File: src/rtl/wrsw_phy_fault_pkg.sv
// Shared types, constants and 8b/10b running-disparity helpers for the PHY fault injector.
// Latency: n/a (package only).
// Backpressure: n/a.
package wrsw_phy_fault_pkg;

  // Command modes; 00 doubles as the abort command.
  typedef enum logic [1:0] {
    MODE_PASS        = 2'b00,
    MODE_IDLE_ERR    = 2'b01,
    MODE_ERR_ONLY    = 2'b10,
    MODE_IDLE_SILENT = 2'b11
  } fault_mode_e;

  typedef enum logic {
    ST_PASS  = 1'b0,
    ST_FAULT = 1'b1
  } lane_state_e;

  // Idle words substituted during a fault: K28.5 in the low byte.
  localparam logic [15:0] c_idle_dat16 = 16'h00BC;
  localparam logic [1:0]  c_idle_k16   = 2'b01;
  localparam logic [7:0]  c_idle_dat8  = 8'hBC;
  localparam logic        c_idle_k8    = 1'b1;

  // Disparity-flip tables, written MSB-first: entry 0 is the leftmost bit.
  localparam logic [31:0] c_dp6 = 32'b11101000100000011000000110010111;
  localparam logic [7:0]  c_dp4 = 8'b10001001;

  // One byte of running disparity. K codes with d[1:0] != 0 are balanced
  // and leave the disparity untouched.
  function automatic logic disp_byte(input logic disp, input logic [7:0] d, input logic k);
    logic flip;
    flip = k ^ c_dp6[5'd31 - d[4:0]] ^ c_dp4[3'd7 - d[7:5]];
    if (k && (d[1:0] != 2'b00)) begin
      return disp;
    end
    return disp ^ flip;
  endfunction

  function automatic logic disp8(input logic disp, input logic [7:0] d, input logic k);
    return disp_byte(disp, d, k);
  endfunction

  // High byte goes on the wire first, so it is applied first.
  function automatic logic disp16(input logic disp, input logic [15:0] d, input logic [1:0] k);
    return disp_byte(disp_byte(disp, d[15:8], k[1]), d[7:0], k[0]);
  endfunction

endpackage

File: src/rtl/wrsw_phy_fault_lane.sv
// One PHY lane: registered TX path with idle/error substitution, disparity tracking, error counter.
// Latency: 1 cycle data/K in every mode; command takes effect on the word registered next cycle.
// Backpressure: none; a new command overrides any fault in progress.
//
// Ports: clk/rst_n; tx_data/tx_k endpoint word; cmd_hit/cmd_mode/cmd_len decoded command;
//        out_data/out_k PHY word; disparity/enc_err feedback; active fault flag; err_cnt.
module wrsw_phy_fault_lane
  import wrsw_phy_fault_pkg::*;
#(
  parameter int  g_pcs_16bit = 1,
  parameter int  g_cnt_width = 16,
  localparam int W  = (g_pcs_16bit != 0) ? 16 : 8,
  localparam int KW = (g_pcs_16bit != 0) ? 2 : 1
) (
  input  logic                   clk,
  input  logic                   rst_n,
  input  logic [W-1:0]           tx_data,
  input  logic [KW-1:0]          tx_k,
  input  logic                   cmd_hit,
  input  fault_mode_e            cmd_mode,
  input  logic [g_cnt_width-1:0] cmd_len,
  output logic [W-1:0]           out_data,
  output logic [KW-1:0]          out_k,
  output logic                   disparity,
  output logic                   enc_err,
  output logic                   active,
  output logic [g_cnt_width-1:0] err_cnt
);

  localparam logic [W-1:0]  c_idle_dat = (W == 16) ? W'(c_idle_dat16) : W'(c_idle_dat8);
  localparam logic [KW-1:0] c_idle_k   = (KW == 2) ? KW'(c_idle_k16)  : KW'(c_idle_k8);

  lane_state_e            state;
  fault_mode_e            mode;
  // Remaining faulted words; zero while in FAULT means "until aborted".
  logic [g_cnt_width-1:0] remain;

  logic          sub_idle;
  logic          sub_err;
  logic [W-1:0]  nxt_data;
  logic [KW-1:0] nxt_k;
  logic          nxt_disp;

  always_comb begin
    sub_idle = 1'b0;
    sub_err  = 1'b0;
    if (state == ST_FAULT) begin
      sub_idle = (mode == MODE_IDLE_ERR) || (mode == MODE_IDLE_SILENT);
      sub_err  = (mode == MODE_IDLE_ERR) || (mode == MODE_ERR_ONLY);
    end
    nxt_data = sub_idle ? c_idle_dat : tx_data;
    nxt_k    = sub_idle ? c_idle_k   : tx_k;
  end

  // Disparity follows the word actually leaving the block, substitutions included.
  if (W == 16) begin : g_disp16
    assign nxt_disp = disp16(disparity, nxt_data, nxt_k);
  end else begin : g_disp8
    assign nxt_disp = disp8(disparity, nxt_data, nxt_k);
  end

  always_ff @(posedge clk or negedge rst_n) begin
    if (!rst_n) begin
      out_data  <= '0;
      out_k     <= '0;
      enc_err   <= 1'b0;
      disparity <= 1'b0;
      err_cnt   <= '0;
    end else begin
      out_data  <= nxt_data;
      out_k     <= nxt_k;
      enc_err   <= sub_err;
      disparity <= nxt_disp;
      // Counts cycles where the error flag is presented, saturating.
      if (enc_err && (err_cnt != '1)) begin
        err_cnt <= err_cnt + g_cnt_width'(1);
      end
    end
  end

  // Lane FSM; active is kept in step with state as a registered output.
  always_ff @(posedge clk or negedge rst_n) begin
    if (!rst_n) begin
      state  <= ST_PASS;
      mode   <= MODE_PASS;
      remain <= '0;
      active <= 1'b0;
    end else if (cmd_hit) begin
      if (cmd_mode == MODE_PASS) begin
        state  <= ST_PASS;
        active <= 1'b0;
      end else begin
        state  <= ST_FAULT;
        active <= 1'b1;
        mode   <= cmd_mode;
        remain <= cmd_len;
      end
    end else if ((state == ST_FAULT) && (remain != '0)) begin
      if (remain == g_cnt_width'(1)) begin
        state  <= ST_PASS;
        active <= 1'b0;
        remain <= '0;
      end else begin
        remain <= remain - g_cnt_width'(1);
      end
    end
  end

endmodule

File: src/rtl/wrsw_phy_fault_inj.sv
// PHY-side fault injector for switch endpoints: per-lane idle/error substitution under command control.
// Latency: 1 cycle on the data/K path; commands act on the word registered the cycle after acceptance.
// Backpressure: none; cmd_ready_o is high whenever out of reset, commands never stall.
//
// Ports: clk_sys_i/rst_n_i; tx_data_i/tx_k_i endpoint lanes in; tx_data_o/tx_k_o toward PHY;
//        tx_disparity_o/tx_enc_err_o fed back to endpoint; cmd_* command bus; active_o, err_cnt_o status.
module wrsw_phy_fault_inj
  import wrsw_phy_fault_pkg::*;
#(
  parameter int  g_num_ports = 6,
  parameter int  g_pcs_16bit = 1,
  parameter int  g_cnt_width = 16,
  localparam int W  = (g_pcs_16bit != 0) ? 16 : 8,
  localparam int KW = (g_pcs_16bit != 0) ? 2 : 1,
  localparam int PW = (g_num_ports > 1) ? $clog2(g_num_ports) : 1
) (
  input  logic                               clk_sys_i,
  input  logic                               rst_n_i,
  input  logic [g_num_ports*W-1:0]           tx_data_i,
  input  logic [g_num_ports*KW-1:0]          tx_k_i,
  output logic [g_num_ports*W-1:0]           tx_data_o,
  output logic [g_num_ports*KW-1:0]          tx_k_o,
  output logic [g_num_ports-1:0]             tx_disparity_o,
  output logic [g_num_ports-1:0]             tx_enc_err_o,
  input  logic                               cmd_valid_i,
  input  logic [PW-1:0]                      cmd_port_i,
  input  logic [1:0]                         cmd_mode_i,
  input  logic [g_cnt_width-1:0]             cmd_len_i,
  output logic                               cmd_ready_o,
  output logic [g_num_ports-1:0]             active_o,
  output logic [g_num_ports*g_cnt_width-1:0] err_cnt_o
);

  fault_mode_e cmd_mode;

  assign cmd_ready_o = rst_n_i;
  assign cmd_mode    = fault_mode_e'(cmd_mode_i);

  // A port number beyond the last lane matches no lane and is dropped silently.
  for (genvar j = 0; j < g_num_ports; j++) begin : g_lane
    logic hit;
    assign hit = cmd_valid_i & cmd_ready_o & (cmd_port_i == PW'(j));

    wrsw_phy_fault_lane #(
      .g_pcs_16bit (g_pcs_16bit),
      .g_cnt_width (g_cnt_width)
    ) u_lane (
      .clk       (clk_sys_i),
      .rst_n     (rst_n_i),
      .tx_data   (tx_data_i[W*j +: W]),
      .tx_k      (tx_k_i[KW*j +: KW]),
      .cmd_hit   (hit),
      .cmd_mode  (cmd_mode),
      .cmd_len   (cmd_len_i),
      .out_data  (tx_data_o[W*j +: W]),
      .out_k     (tx_k_o[KW*j +: KW]),
      .disparity (tx_disparity_o[j]),
      .enc_err   (tx_enc_err_o[j]),
      .active    (active_o[j]),
      .err_cnt   (err_cnt_o[g_cnt_width*j +: g_cnt_width])
    );
  end

endmodule

File: config.mk
export PLATFORM = sky130hd
export DESIGN_NAME = wrsw_phy_fault_inj
export DESIGN_NICKNAME = d
export VERILOG_FILES = /design/src/rtl/wrsw_phy_fault_pkg.sv /design/src/rtl/wrsw_phy_fault_lane.sv /design/src/rtl/wrsw_phy_fault_inj.sv
export SDC_FILE = /design/constraint.sdc
export NUM_CORES = 1
export LEC_CHECK = 0
export CAP_MARGIN = 20
export CORE_ASPECT_RATIO = 0.9
export CORE_MARGIN = 2
export CORE_UTILIZATION = 56
export CTS_CLUSTER_SIZE = 25
export DETAILED_ROUTE_END_ITERATION = 10
export PLACE_DENSITY = 0.86
export SLEW_MARGIN = 20
export SYNTH_ARGS = -nofsm -noshare
export SYNTH_HDL_FRONTEND = slang
export SYNTH_SLANG_ARGS = --single-unit
File: constraint.sdc
create_clock -name clk_sys_i -period 5.8 [get_ports clk_sys_i]
set_clock_uncertainty 0.2 [all_clocks]
set_input_delay 0.87 -clock clk_sys_i [delete_from_list [all_inputs] [get_ports clk_sys_i]]
set_output_delay 0.87 -clock clk_sys_i [all_outputs]
set_load 0.05 [all_outputs]
**Yosys cells after proc, flatten, opt, wreduce, memory -nomap -nowiden**

Memories as Yosys holds them, arrays and structs flattened.
Cells that the tools add are included.

- Bitwise operators: 44
- Add/subtract/negate cells: 36
- Reduce and logical (&&, ||, !) cells: 86
- Eq/ne operators: 41
- Muxes and demuxes: 122
- Order comparisons: 24

Operators by type and width:

| operator | number |
|---|---|
| 16-bit two-way mux | 25 |
| 16-bit by 1-bit adder with 16-bit output (second input constant) | 6 |
| 16-bit by 1-bit == test with 1-bit output (second input constant) | 6 |
| 16-bit inequality test (second input constant) | 6 |
| 16-bit nonzero test | 6 |
| 16-bit by 1-bit subtractor with 16-bit output (second input constant) | 6 |
| 1-bit two-way mux | 91 |
| 5-bit by 6-bit less-than comparator with 1-bit output (second input constant) | 12 |
| 5-bit subtractor (first input constant) | 12 |
| 3-bit by 4-bit less-than comparator with 1-bit output (second input constant) | 12 |
| 2-bit nonzero test | 24 |
| 2-bit AND reduction | 18 |
| 3-bit subtractor (first input constant) | 12 |
| 1-bit bitwise XOR | 36 |
| 2-bit == test (second input constant) | 12 |
| 1-bit logical AND | 24 |
| 2-bit by 1-bit == test with 1-bit output (second input constant) | 6 |
| 1-bit logical OR | 12 |
| 2-bit two-way mux | 6 |
| 2-bit inequality test (second input constant) | 6 |
| 1-bit AND | 7 |
| 3-bit by 2-bit == test with 1-bit output (second input constant) | 2 |
| 3-bit == test (second input constant) | 2 |
| 3-bit by 1-bit == test with 1-bit output (second input constant) | 1 |
| other kinds (3) | 3 |

- Output and inout port bits: 223
- Input bits: 132
- Bits in registers: 330
- Memories kept: 24
- ROM bits: 480

Memory list:

| memory | depth | bits a word | rd ports | clocked after memory_dff | write ports | line | RTL |
|---|---|---|---|---|---|---|---|
| (no name shown) | 32 | 1 | 1 | 0 | 0 | wrsw_phy_fault_pkg.sv:33 | `flip = k ^ c_dp6[5'd31 - d[4:0]] ^ c_dp4[3'd7 - d[7:5]];` |
| (no name shown) | 32 | 1 | 1 | 0 | 0 | wrsw_phy_fault_pkg.sv:33 |  |
| (no name shown) | 32 | 1 | 1 | 0 | 0 | wrsw_phy_fault_pkg.sv:33 |  |
| (no name shown) | 32 | 1 | 1 | 0 | 0 | wrsw_phy_fault_pkg.sv:33 |  |
| (no name shown) | 32 | 1 | 1 | 0 | 0 | wrsw_phy_fault_pkg.sv:33 |  |
| (no name shown) | 32 | 1 | 1 | 0 | 0 | wrsw_phy_fault_pkg.sv:33 |  |
| 18 more memories | n/a | n/a | n/a | n/a | n/a | n/a |  |

**Depth between registers and ports, before layout**

- Depth after elaboration: 13
- Mapped depth: 15
- Gate-level depth less buffers: 13

**Modules after synthesis**

From an unflattened synthesis, not the netlist that was laid out.

- Cells, all modules: 1834
- Area, all modules: 17798.3 um2

Modules (own cells, without submodules):

| module | cells an instance | area an instance (um2) | instances | sequential area each (um2) |
|---|---|---|---|---|
| wrsw_phy_fault_lane (g_lane[1].u_lane ...) | 308 | 2932.8 | 3 | 1376.3 |
| wrsw_phy_fault_lane (g_lane[5].u_lane) | 315 | 3065.4 | 1 | 1376.3 |
| wrsw_phy_fault_lane (g_lane[4].u_lane) | 291 | 2941.6 | 1 | 1376.3 |
| wrsw_phy_fault_lane (g_lane[0].u_lane) | 293 | 2926.6 | 1 | 1376.3 |
| wrsw_phy_fault_inj | 11 | 66.3 | 1 | 0.0 |

**Worst setup path before layout**

Ideal clock, no wire load.

- Path kind: flip-flop to flip-flop
- From: register g_lane[0].u_lane.mode[0]
- To: register g_lane[0].u_lane.disparity
- Required time: 5.466 ns
- Buffers on the path: 2
- Arrival time: 3.371 ns
- Cell stages (with the launch flop): 13
- Clock period less this slack: 3.705 ns
- Setup slack: 2.095 ns
- Cells stage by stage: dfrtp_1 -> ha_1 -> o21ai_0 -> clkbuf_1 -> clkbuf_1 -> nand2_1 -> ha_1 -> mux4_2 -> and3_1 -> a311oi_1 -> xnor2_1 -> mux2i_1 -> xnor3_1

- Cells in the longest elaborated chain, start to end: 13
- Elaborated cells on any way between the ends: 33

RTL lines:

| item | line | RTL |
|---|---|---|
| start: declaration | wrsw_phy_fault_lane.sv:34 | `fault_mode_e mode;` |
| start signal: assignment | wrsw_phy_fault_lane.sv:95 | `mode <= cmd_mode;` |
| 2-bit by 1-bit == test with 1-bit output / 2-bit == test (equally long branches) | wrsw_phy_fault_lane.sv:48 | `sub_idle = (mode == MODE_IDLE_ERR) \|\| (mode == MODE_IDLE_SILENT);` |
| 1-bit logical OR (*) | wrsw_phy_fault_lane.sv:48 |  |
| 1-bit two-way mux (*) | wrsw_phy_fault_lane.sv:47 | `if (state == ST_FAULT) begin` |
| 16-bit two-way mux | wrsw_phy_fault_lane.sv:51 | `nxt_data = sub_idle ? c_idle_dat : tx_data;` |
| 5-bit subtractor | wrsw_phy_fault_pkg.sv:33 |  |
| memory read 32 x 1 bit | n/a |  |
| 1-bit two-way mux (not written as such) | wrsw_phy_fault_pkg.sv:33 |  |
| 1-bit bitwise XOR (2 in series) | wrsw_phy_fault_pkg.sv:33 |  |
| 1-bit bitwise XOR | wrsw_phy_fault_pkg.sv:37 | `return disp ^ flip;` |
| 1-bit two-way mux | wrsw_phy_fault_pkg.sv:37 |  |
| 1-bit bitwise XOR / 1-bit two-way mux (equally long branches) | wrsw_phy_fault_pkg.sv:37, wrsw_phy_fault_pkg.sv:34 |  |
| 1-bit two-way mux (*) | wrsw_phy_fault_pkg.sv:37 |  |
| net g_lane[0].u_lane.nxt_disp | wrsw_phy_fault_lane.sv:42 | `logic nxt_disp;` |
| end signal: assignment | wrsw_phy_fault_lane.sv:73 | `disparity <= nxt_disp;` |
| end: declaration | wrsw_phy_fault_lane.sv:24 | `output logic disparity,` |

Mark *: on every way through the listed nets, which the timed path passes. The rest lies on a longest branch. The select of a mux whose other input is x is not followed.
A chain may end at the register's enable or synchronous reset.

**Final worst setup path**

- From: input port cmd_port_i[2]
- To: register g_lane[2].u_lane.remain[14]

- Cells in the longest elaborated chain, start to end: 4
- Elaborated cells on any way between the ends: 6

RTL lines:

| item | line | RTL |
|---|---|---|
| start: declaration | wrsw_phy_fault_inj.sv:26 | `input logic [PW-1:0] cmd_port_i,` |
| 3-bit by 2-bit == test with 1-bit output (*) | wrsw_phy_fault_inj.sv:42 | `assign hit = cmd_valid_i & cmd_ready_o & (cmd_port_i == PW'(j));` |
| 1-bit AND (*) | wrsw_phy_fault_inj.sv:42 |  |
| 2-bit inequality test (no line) / 2-bit nonzero test (equally long branches) | n/a |  |
| 2-bit AND reduction (no line) | n/a |  |
| end signal: assignment | wrsw_phy_fault_lane.sv:96 | `remain <= cmd_len;` |
| end signal: assignment | wrsw_phy_fault_lane.sv:104 | `remain <= remain - g_cnt_width'(1);` |
| end: declaration | wrsw_phy_fault_lane.sv:36 | `logic [g_cnt_width-1:0] remain;` |

Every way passes the cells marked *; elsewhere a longest branch is shown, timed or not.

==> flow_summary.json <==
{
  "status": "finished, final reports clean",
  "drcViolationCount": 0,
  "post_drt_wl_per_cell_um": 18.47,
  "cts_buffers": 37,
  "required_ns": 6.01,
  "period_needed_ns": 3.815,
  "ys.flop_type": "dfrtp_1",
  "multiInputGateArea_um2": 8516,
  "cp.arrival_ns": 4.02,
  "cp_cell_sequence": "clkdlybuf4s50_1 > nand4b_1 > nor2_1 > nand2_1 > nand2_1 > nand3_1 > or4_1 > o311ai_1",
  "end_kind": "flip-flop",
  "hpwl_mm": 34.47,
  "worstPathMaxFanout": 18,
  "num_rows": 61,
  "wl_mm": 48.73,
  "async_flop_share_pct": 100.0,
  "die_h_um": 171.8,
  "cts_setup_buffers": 0,
  "peakVddDrop_v": 0.0002748,
  "worstSetupStartpointType": "input pin",
  "max_freq_mhz": 262.1,
  "antenna_left": 0,
  "fin_crit_sh_pct": 65.78,
  "cts-root-buf": "clkbuf_16",
  "core_um2": 30830,
  "dr_total_vias": 15630,
  "fin_hold_ws_ns": 0.08929,
  "syn_area_um2": 17520,
  "first_iter_violations": 1266,
  "htree_levels": 2,
  "hold_class": "in -> async",
  "grt_pass1_wl_mm": 77.11,
  "hold_violations": 0,
  "syn-num-nets": 2090,
  "clock-sinks": 330,
  "cellLeakagePower_nw": 9.839,
  "area_delta_synth_final_pct": 28.89,
  "clk_pin_slew_ns": 0.06,
  "tightestPinTransition_ns": 1.094,
  "routabilityCongestion": 0.9439,
  "antenna_cells": 0,
  "synth.ff_latch_count": 330,
  "grtUsageTotal_pct": 29.23,
  "cts_tree": "yes",
  "crit_top_cell": "nand2_1",
  "finalSetupViolations": 0,
  "clk_latency_ns": 0.52,
  "synth-seq-area-share_pct": 47.15,
  "final.setup.tns_ns": 0,
  "timing.max_slew.rel_slack_pct": 26.41,
  "viasPerCell": 5.923,
  "power_density_nw_per_um2": 407.0,
  "synth.avg_cell_area_um2": 9.347,
  "antenna_found_initial": 0,
  "seqCellArea_um2": 8258,
  "die_w_um": 190.4,
  "critPathMaxStageDelay_ns": 0.69,
  "pin_count": 355,
  "final_max_slew_viol_count": 0,
  "synth_edf_count": 0,
  "criticalPathCategory": "in -> reg",
  "fin_nets": 2421,
  "firstDrtPassIters": 5,
  "fillers": 2194,
  "overflow": 0,
  "io_buffers": 354,
  "die_area_um2": 32710,
  "synthCells": 1874,
  "initial_core_util_pct": 56.80,
  "synth_cell_types": 71,
  "rsz0062_at_grt": "no",
  "maxCapViolCount": 0,
  "grt_max_degree": 140,
  "grt_pass1_vias": 15020,
  "ctsHoldBuffers": 0,
  "ys_warn_count": 0,
  "fin_util_pct": 73.21,
  "cts_buffer_depth": 3,
  "ctsResizeCount": 0,
  "worst_path_max_delay_cell": "nor2_1",
  "layout-drive-gt1-share_pct": 4.980
}
-- path summary, 6_finish.rpt --
path	startpoint	endpoint	slack (ns)	cells past startpoint
max	cmd_port_i[2]	g_lane[2].u_lane.remain[14]	1.98	8
max reg2reg	g_lane[2].u_lane.remain[0]	g_lane[2].u_lane.remain[13]	2.27	9
max in group asynchronous	rst_n_i	g_lane[1].u_lane.out_data[9]	3.42	3
min	rst_n_i	g_lane[0].u_lane.err_cnt[15]	0.09	1
min in group clk_sys_i	g_lane[4].u_lane.err_cnt[9]	g_lane[4].u_lane.err_cnt[9]	0.29	1
min reg2reg	g_lane[4].u_lane.err_cnt[9]	g_lane[4].u_lane.err_cnt[9]	0.29	1
-- layer usage --
| metal | routed length (um) | part of all wire, % | global-route usage [%] |
|---|---|---|---|
| met3 | 3846 | 7.9 | 4.815 |
| met4 | 1757 | 3.6 | 11.05 |
| met5 | 0 | 0 | 0 |
| met1 | 19180 | 39 | 37.34 |
| met2 | 23950 | 49 | 50.12 |
-- per-stage QoR --
step | area [um^2] | total power [mW] | worst slack, ns | instances
after CTS | 22580 | 9.198 | 2.049 | 2638
after detailed placement | 21340 | 6.804 | 1.574 | 2575
final | 22580 | 9.188 | 1.985 | 2638
after global placement | 21340 | 6.637 | 1.668 | 2575
after floorplan | 17520 | 5.679 | 2.095 | 1874
after global routing | 22580 | 9.696 | 1.678 | 2638
-- cell type report --
class	count	area share, %
multi-input cells	1366	37.72
flip-flops and latches	330	36.58
well taps	409	2.267
clock buffers	52	4.983
repair buffers	370	16.31
inverters	100	1.663
clock inverters	11	0.4822
-- kinds of logic (layout without fill, tap and decap cells) --
group	after synthesis	after routing	share of synthesized area (%)
XOR/XNOR	103	103	5.308
adder cells (fa/ha/maj)	84	84	6.000
flip-flops	330	330	47.15
multiplexers	37	37	2.364
AO/OA/AOI/OAI	415	415	14.85
AND/OR/NAND/NOR	727	727	20.06
buffers and inverters	178	533	4.272
-- state kept, by name, indices dropped and copies added, names as in the netlist --
name	flops
g_lane.u_lane.active	6
g_lane.u_lane.disparity	6
g_lane.u_lane.enc_err	6
g_lane.u_lane.err_cnt	96
g_lane.u_lane.mode	12
g_lane.u_lane.out_data	96
g_lane.u_lane.out_k	12
g_lane.u_lane.remain	96
-- layout by cell type, fill, tap and decap left out, drive strengths merged, types with 14 or more instances in the layout --
cell type and count:
mux2i 20, and2 46, nor3 59, clkbuf 52
nor2 160, a21oi 87, nand2b 38, and3 18
a22oi 24, nand4 28, nand3 54, xor2 28
a211oi 14, buf 17, clkdlybuf4s50 353, nor4 17
o211ai 15, inv 101, dfrtp 330, nand2 236
mux2 15, nor3b 15, o21ai 160, xnor2 73
ha 84
-- worst max-delay path, delay by kind of cell --
kind / cells / cell delay (ns)
AO/OA/AOI/OAI: 1 / 0.25
buffers and inverters: 1 / 0.55
AND/OR/NAND/NOR: 6 / 2.34
-- report_power, final --
part	internal, mW	total, mW	switching (mW)
clock	1.43	2.36	0.922
combinational	1.25	3.45	2.19
sequential	2.85	3.38	0.533
total	5.54	9.19	3.65
-- Yosys cell counts (all sizes together), types with 15 or more instances --
cell type	number	area share [%]
clkbuf	54	1.2
nor2	160	3.4
nor4	17	0.61
a21oi	87	2.5
o211ai	15	0.67
buf	24	0.97
mux2	15	0.96
nand4	28	1.0
ha	84	6.0
xor2	28	1.4
nand3	54	1.5
nor3b	15	0.64
nor3	59	1.7
inv	100	2.1
o21ai	160	4.6
and2	46	1.6
and3	18	0.64
nand2	236	5.1
dfrtp	330	47
mux2i	20	1.1
xnor2	73	3.7
a22oi	24	1.0
nand2b	38	1.4
(Power assumes the default switching activity.)
